### config.mk
export PLATFORM = sky130hd
export DESIGN_NAME = regfile_dump_flat
export DESIGN_NICKNAME = d
export VERILOG_FILES = /design/src/rtl/regfile_dump_if.sv /design/src/rtl/regfile_dump.sv /design/src/flat_wrapper.sv
export SDC_FILE = /design/constraint.sdc
export NUM_CORES = 1
export LEC_CHECK = 0
export BUFFER_PORTS_ARGS = -buffer_cell sky130_fd_sc_hd__buf_2
export CELL_PAD_IN_SITES_DETAIL_PLACEMENT = 1
export CELL_PAD_IN_SITES_GLOBAL_PLACEMENT = 2
export CORE_MARGIN = 2
export CORE_UTILIZATION = 33
export CTS_CLUSTER_SIZE = 24
export DETAILED_ROUTE_END_ITERATION = 8
export PLACE_DENSITY_LB_ADDON = 0.1
export SLEW_MARGIN = 20
export SYNTH_ARGS = -nofsm -noshare
export SYNTH_HDL_FRONTEND = slang
export SYNTH_SLANG_ARGS = --single-unit
export TNS_END_PERCENT = 5
### constraint.sdc
create_clock -name clk -period 2.7 [get_ports clk]
set_input_delay 0.135 -clock clk [delete_from_list [all_inputs] [get_ports clk]]
set_output_delay 0.135 -clock clk [all_outputs]
set_load 0.05 [all_outputs]
### src/rtl/regfile_dump_if.sv
`default_nettype none
// ============================================================================
// Module      : regfile_dump_if
// Description : Command, register-file read port and output stream bundle
//               for the sequential register-file dumper.
// Revision    : 1.0 - initial release
// ============================================================================
interface regfile_dump_if #(
    parameter int AW = 5,
    parameter int DW = 32
);
    logic          start;
    logic          abort;
    logic [AW-1:0] first_addr;
    logic [AW-1:0] last_addr;
    logic [AW-1:0] rd_addr;
    logic [DW-1:0] rd_data;
    logic          out_valid;
    logic          out_ready;
    logic [DW-1:0] out_data;
    logic [AW-1:0] out_addr;
    logic          out_last;
    logic          busy;
    logic          done;

    // Dumper side: takes commands and read data, produces the stream.
    modport slave (
        input  start, abort, first_addr, last_addr, rd_data, out_ready,
        output rd_addr, out_valid, out_data, out_addr, out_last, busy, done
    );

    // Controller / consumer / register-file side.
    modport master (
        output start, abort, first_addr, last_addr, rd_data, out_ready,
        input  rd_addr, out_valid, out_data, out_addr, out_last, busy, done
    );
endinterface
`default_nettype wire

### src/rtl/regfile_dump.sv
`default_nettype none
// ============================================================================
// Module      : regfile_dump
// Description : Walks a wrap-around range of register addresses through one
//               combinational read port and streams each word out over a
//               valid/ready interface. All outputs are registered.
// Revision    : 1.0 - initial release
// ============================================================================
module regfile_dump #(
    parameter int NREGS = 32,
    parameter int AW    = 5,
    parameter int DW    = 32
) (
    input  wire logic      clk,
    input  wire logic      rst,     // asynchronous, active low
    regfile_dump_if.slave  bus
);
    localparam logic [AW-1:0] C_TOP_REG = AW'(NREGS - 1);

    typedef enum logic [1:0] {
        S_IDLE  = 2'd0,
        S_FETCH = 2'd1,
        S_HOLD  = 2'd2,
        S_DONE  = 2'd3
    } state_t;

    state_t        r_state;
    state_t        w_next;
    logic [AW-1:0] r_cur;
    logic [AW-1:0] r_last;
    logic [AW-1:0] r_rd_addr;
    logic          r_out_valid;
    logic [DW-1:0] r_out_data;
    logic [AW-1:0] r_out_addr;
    logic          r_out_last;
    logic          r_busy;
    logic          r_done;
    logic          w_handshake;
    logic [AW-1:0] w_cur_inc;

    assign w_handshake = r_out_valid && bus.out_ready;
    // Explicit wrap keeps the walk modulo NREGS.
    assign w_cur_inc   = (r_cur == C_TOP_REG) ? '0 : r_cur + 1'b1;

    // State register.
    always_ff @(posedge clk or negedge rst) begin
        if (!rst) r_state <= S_IDLE;
        else      r_state <= w_next;
    end

    // Next-state logic; abort outranks everything once a dump is running.
    always_comb begin
        w_next = r_state;
        unique case (r_state)
            S_IDLE:  if (bus.start && !bus.abort) w_next = S_FETCH;
            S_FETCH: w_next = bus.abort ? S_IDLE : S_HOLD;
            S_HOLD: begin
                if (bus.abort)       w_next = S_IDLE;
                else if (w_handshake) w_next = r_out_last ? S_DONE : S_FETCH;
            end
            S_DONE:  w_next = S_IDLE;
            default: w_next = S_IDLE;
        endcase
    end

    // Datapath and registered status outputs, all derived from the next state.
    always_ff @(posedge clk or negedge rst) begin
        if (!rst) begin
            r_cur       <= '0;
            r_last      <= '0;
            r_rd_addr   <= '0;
            r_out_valid <= 1'b0;
            r_out_data  <= '0;
            r_out_addr  <= '0;
            r_out_last  <= 1'b0;
            r_busy      <= 1'b0;
            r_done      <= 1'b0;
        end else begin
            r_busy      <= (w_next != S_IDLE);
            r_done      <= (w_next == S_DONE);
            r_out_valid <= (w_next == S_HOLD);
            unique case (r_state)
                S_IDLE: begin
                    if (w_next == S_FETCH) begin
                        r_last    <= bus.last_addr;
                        r_cur     <= bus.first_addr;
                        r_rd_addr <= bus.first_addr;
                    end
                end
                S_FETCH: begin
                    // Read data sampled at the end of the fetch cycle, so a
                    // negedge write inside this cycle is included.
                    if (w_next == S_HOLD) begin
                        r_out_data <= bus.rd_data;
                        r_out_addr <= r_cur;
                        r_out_last <= (r_cur == r_last);
                    end
                end
                S_HOLD: begin
                    if (w_next == S_FETCH) begin
                        r_cur     <= w_cur_inc;
                        r_rd_addr <= w_cur_inc;
                    end
                end
                default: ;
            endcase
            if (bus.abort && (r_state != S_IDLE)) r_out_last <= 1'b0;
        end
    end

    assign bus.rd_addr   = r_rd_addr;
    assign bus.out_valid = r_out_valid;
    assign bus.out_data  = r_out_data;
    assign bus.out_addr  = r_out_addr;
    assign bus.out_last  = r_out_last;
    assign bus.busy      = r_busy;
    assign bus.done      = r_done;
endmodule
`default_nettype wire
### src/flat_wrapper.sv
// flat-port wrapper written by rule: the top's interface ports become plain ports
module regfile_dump_flat 
#(
    parameter int NREGS = 32,
    parameter int AW    = 5,
    parameter int DW    = 32
)
  (clk, rst, bus_start, bus_abort, bus_first_addr, bus_last_addr, bus_rd_data, bus_out_ready, bus_rd_addr, bus_out_valid, bus_out_data, bus_out_addr, bus_out_last, bus_busy, bus_done);
  regfile_dump_if #(.AW(AW), .DW(DW)) bus_i ();
  input  wire logic clk;
  input  wire logic rst;
  input wire logic [$bits(bus_i.start)-1:0] bus_start;
  input wire logic [$bits(bus_i.abort)-1:0] bus_abort;
  input wire logic [$bits(bus_i.first_addr)-1:0] bus_first_addr;
  input wire logic [$bits(bus_i.last_addr)-1:0] bus_last_addr;
  input wire logic [$bits(bus_i.rd_data)-1:0] bus_rd_data;
  input wire logic [$bits(bus_i.out_ready)-1:0] bus_out_ready;
  output wire logic [$bits(bus_i.rd_addr)-1:0] bus_rd_addr;
  output wire logic [$bits(bus_i.out_valid)-1:0] bus_out_valid;
  output wire logic [$bits(bus_i.out_data)-1:0] bus_out_data;
  output wire logic [$bits(bus_i.out_addr)-1:0] bus_out_addr;
  output wire logic [$bits(bus_i.out_last)-1:0] bus_out_last;
  output wire logic [$bits(bus_i.busy)-1:0] bus_busy;
  output wire logic [$bits(bus_i.done)-1:0] bus_done;
  assign bus_i.start = bus_start;
  assign bus_i.abort = bus_abort;
  assign bus_i.first_addr = bus_first_addr;
  assign bus_i.last_addr = bus_last_addr;
  assign bus_i.rd_data = bus_rd_data;
  assign bus_i.out_ready = bus_out_ready;
  assign bus_rd_addr = bus_i.rd_addr;
  assign bus_out_valid = bus_i.out_valid;
  assign bus_out_data = bus_i.out_data;
  assign bus_out_addr = bus_i.out_addr;
  assign bus_out_last = bus_i.out_last;
  assign bus_busy = bus_i.busy;
  assign bus_done = bus_i.done;
  regfile_dump #(.NREGS(NREGS), .AW(AW), .DW(DW)) u_core (.clk(clk), .rst(rst), .bus(bus_i));
endmodule
# == Word-level counts from Yosys, hierarchy flattened ==
# Index checks and enable logic that the tools add are counted.
# op_classes
n_addsub,1
eq_ne,10
muxes,13
reduce_logical,14
# op_table
op,n
$mux W5,3
$mux W2,5
$pmux W5 S2,1
$reduce_bool A2 Y1,5
$eq A2 B2 Y1 const B,4
$pmux W2 S4,1
$reduce_and A2 Y1,3
$add A5 B1 Y5 const B,1
$eq A5 B5 Y1,1
$eq A5 B5 Y1 const B,1
$eq A2 B1 Y1 const B,2
$ne A2 B1 Y1 const B,2
$logic_and A1 B1 Y1,3
$mux W1,3
$reduce_and A3 Y1,1
$logic_not A2 Y1,1
$logic_not A1 Y1,1
# totals
register_bits,53
input_bits,47
out_inout_bits,46
wordCells,47

# == Depth between registers and ports, before layout ==
# depth
depth_word,8
ltp_mapped,6
depth_no_buf,6

# == Worst setup path before layout ==
# OpenSTA, ideal clock, no wires.
# synth_timing
kind,register -> register
from,register u_core.r_cur[0]
to,register u_core.r_cur[3]
setup_ps,121
t_arrival_ps,1804
required_ps,2579
path_slack_ps,775
stages_incl_launch_ff,7
n_path_buf,0
synth_period_minus_slack_ps,1925
path_cell_list,dfrtp_1 -> ha_1 -> and3_1 -> ha_1 -> nor3_1 -> a22o_1 -> a22o_1
# synth_between
elab_chain_cells,4
elab_cells_between_ends,5
cone_classes,add/sub (1); eq/ne (1); mux (3)
# synth_lines
element,line,text
from (decl),regfile_dump.sv:29,logic [AW-1:0] r_cur;
from (signal assigned),regfile_dump.sv:86,r_cur <= bus.first_addr;
from (signal assigned),regfile_dump.sv:101,r_cur <= w_cur_inc;
$add A5 B1 Y5 / $eq A5 B5 Y1 (equally long branches),regfile_dump.sv:43,assign w_cur_inc = (r_cur == C_TOP_REG) ? '0 : r_cur + 1'b1;
$mux W5 (*),regfile_dump.sv:43,
$mux W5 (*),regfile_dump.sv:100,if (w_next == S_FETCH) begin
$pmux W5 S2 (*),regfile_dump.sv:82,unique case (r_state)
# Mark *: on every way between the ends. The rest lies on a longest branch, timed or not. The select of a mux whose other input is x is not followed.
# A chain may end at the register's enable or synchronous reset.

# == Worst setup path in the final report ==
# layout_timing
from,register u_core.r_cur[1]
to,register u_core.r_cur[3]
# The elaborated chain is that of the path after synthesis.

==> results.md <==
- Full die area: 7498 um^2
- Crit-path cells: ha_1 -> and3_1 -> ha_1 -> nor3_1 -> a22o_1 -> a22o_1
- CTS H-tree lvls: 2
- Top post-synthesis cells by count: 53 x dfrtp_1, 37 x mux2_2, 6 x a21oi_1
- Setup TNS: 0 ns
- DIE WIDTH: 86.59 um
- Initial Utilization: 0.3369
- Share of the synthesized area in the top cell type: 0.5892
- Top_reg_cell synth: dfrtp_1
- Max clock buf depth: 2
- CP max-delay cell: dfrtp_1
- Register area share after synthesis: 0.5892
- Critical path's top delay family: adder cells
- Crit path buf inv count: 0
- N_diodes: 0
- Unrepaired setup endpoints after global routing: no
- Synth unique cells: 35
- Fillers: 748
- Critical path origin: u_core.r_cur[1]
- Worst path required time: 2.90 ns
- Worst R2R Start: u_core.r_cur[1]
- CP Max Fanout: 6
- Worst slew pin tran: 0.6949 ns
- Ys async rst share: 1.000
- Layout area overhead: 27.24%
- Post-Syn Area: 2251 um^2
- # resized after CTS: 0
- Critical path class: reg2reg
- HPWL Detailed: 3.561 mm
- NetSw: 1357 uW
- Synth Area in Simple Gates: 0.07893
- Int Pwr: 1570 uW
- Clock latency on the worst-skew pair: 0.30 ns
- DR DRC count: 0
- Max VDD drop: 373.5 uV
- Post-synth EDFFs: 0
- Number of top-level pins: 93
- Class of the tightest hold or removal check: in2reg
- Synth area leaders: dfrtp_1 59%, mux2_2 19%, mux2_1 2.5%
- Pre-CTS setup slack: 0.9326 ns
- YS warnings: 0
- Top cell type by total area after synthesis: dfrtp_1
- Adder-cell share of the synthesized area: 0.01112
- WL/cell: 14.85 um
- Grt total ovfl: 0
- WP data arrival: 1.96 ns
- First-pass GRT wire length: 7.645 mm
- Drt pass-1 iters: 4
- Post-Syn Nets: 203
- Core area: 6681 um^2
- Worst path depth: 6
- Status: finished, final reports clean
- Leak: 0.001357 uW
- Root Buffer: clkbuf_8
- Fmax: 566.3 MHz
- Reg power frac: 0.394
- WL final: 4.914 mm
- Logic pwr share: 0.455
- Post-DR vias/cell: 4.749
- Switch share: 0.4637
- Nets: 299
- Post-synthesis register bit count: 53
- Main combinational cell family by area after synthesis: multiplexers
- Clock power share: 0.152
- Final hold viol count: 0
- WHS Path Cells: 2
- Avg Cell Area, Syn: 14.62 um^2
- Slowest Stage Delay on Critical Path: 0.49 ns
- Share of cells above drive strength 1: 0.5657
- Max Cap Viol: 0
- Routed vias: 1572
- Largest net degree at the start of global routing: 54
- DIE HEIGHT: 86.59 um
- Hold_sp: bus_rd_data[2]
- CP Capture Type: flop
- Skew final: 0.009662 ns
- Worst slew margin: 0.5367
- Compound-gate portion of the synthesized area: 0.06003
- Worst-path clk slew: 0.10 ns
- Final Setup Violations: 0
- CTS tree: built
- Initial DRC count: 31
- Worst R2R Path Depth: 6
- CTS Sinks: 53
- Most common cell in the netlist: dfrtp_1
- Post-synthesis mux area share: 0.2146
- Total track usage: 0.1317
- Minimum clock period: 1.766 ns
- Gpl congestion: 0.6968
- Initial antenna violation count: 0
- Worst setup margin: 0.9341 ns
- Routed Antenna Nets: 0
- Cell Rows: 30
- CTS Buf Count: 5
- Port bufs: 92
- Vias in the first global route: 1584
- Final Cycle Share: 0.6540
- Synthesized instance count: 154
- Final Max Tran Viols: 0
- P per Cell Area: 1022 nW/um^2
- Worst setup SP type: flop
- Xor and xnor area share after synthesis: 0.01946
==> repair_timing <==
item                      in CTS  in global routing
setup buffers                  0                  0
hold endpoints to repair      53                  0
hold buffers                   1                  0
==> worst register-to-register path, cell delays in order (launching register included) <==
cell     delay (ns)
dfrtp_1        0.49
ha_1           0.23
and3_1         0.16
ha_1           0.27
nor3_1         0.09
a22o_1         0.20
a22o_1         0.22
==> power by group through the flow <==
stage,clock [uW],sequential [uW],combinational (uW)
after global routing,499,1190,1390
after CTS,474,1160,1350
after detailed placement,0,1180,1350
after floorplan,0,1880,295
after global placement,0,1170,1330
final,443,1150,1330
==> per-layer routing <==
metal,up-vias,part of all wire,track usage
li1,741,-,-
met1,771,0.44,0.1709
met2,55,0.48,0.2147
met3,5,0.066,0.03810
met4,0,0.012,0.03835
met5,-,0,0
==> metrics by stage <==
stage                     instance area, um^2  instances  hold WS, ns  power [uW]  utilization
after floorplan                          2251        154      -0.1606        2176            -
after global placement                   2766        322       0.3154        2503       0.4140
after detailed placement                 2766        322       0.3118        2523       0.4140
after CTS                                2864        331      0.02420        2984       0.4287
after global routing                     2864        331      0.03121        3083       0.4287
final                                    2864        331      0.03520        2927       0.4287
==> registers in the layout (all words and copies together), names as in the netlist <==
name,count
u_core.bus.out_data,32
u_core.r_last,5
u_core.bus.out_valid,1
u_core.bus.done,1
u_core.r_cur,5
u_core.bus.out_last,1
u_core.bus.out_addr,5
u_core.bus.busy,1
u_core.r_state,2
==> path summary, 6_finish.rpt <==
kind	endpoint	slack, ns
max	u_core.r_cur[3]	0.93
min	u_core.bus.out_data[2]	0.04
max reg2reg	u_core.r_cur[3]	0.93
min reg2reg	u_core.bus.out_data[30]	0.48
max in group asynchronous	u_core.bus.out_addr[2]	1.75
min in group asynchronous	u_core.bus.out_data[25]	0.49
==> cell usage in the layout, fill, tap and decap left out, types with 2 or more instances in the layout <==
cell,instances
nor2_1,5
nand2b_1,5
ha_1,2
o311ai_1,2
a21boi_2,2
clkinvlp_4,2
mux2_1,5
mux2_2,37
xnor2_1,4
a22o_1,2
clkbuf_8,5
nor3_1,2
nand3_1,2
dfrtp_1,53
inv_1,2
a21oi_1,6
buf_2,92
and3_1,2
==> kinds of logic (layout without fill, tap and decap cells) <==
| group | after synthesis | count (layout) |
|---|---|---|
| AOI/OAI and AO/OA | 18 | 18 |
| buffers and inverters | 7 | 104 |
| muxes | 43 | 43 |
| and+or+nand+nor | 26 | 26 |
| DFF | 53 | 53 |
| adders and majority gates | 2 | 2 |
| xor gates and xnor gates | 5 | 5 |
==> area by class of cell <==
cell class                      instances  area [um^2]  area share
Clock buffer                            6        72.57     0.02534
Clock inverter                          2        15.01    0.005242
Inverter                                2        7.507    0.002621
Multi-Input combinational cell         94        864.6      0.3019
Sequential cell                        53         1326      0.4631
Tap cell                               80        100.1     0.03495
Timing Repair Buffer                   94        478.0      0.1669
Power figures use the tool's default switching activity.
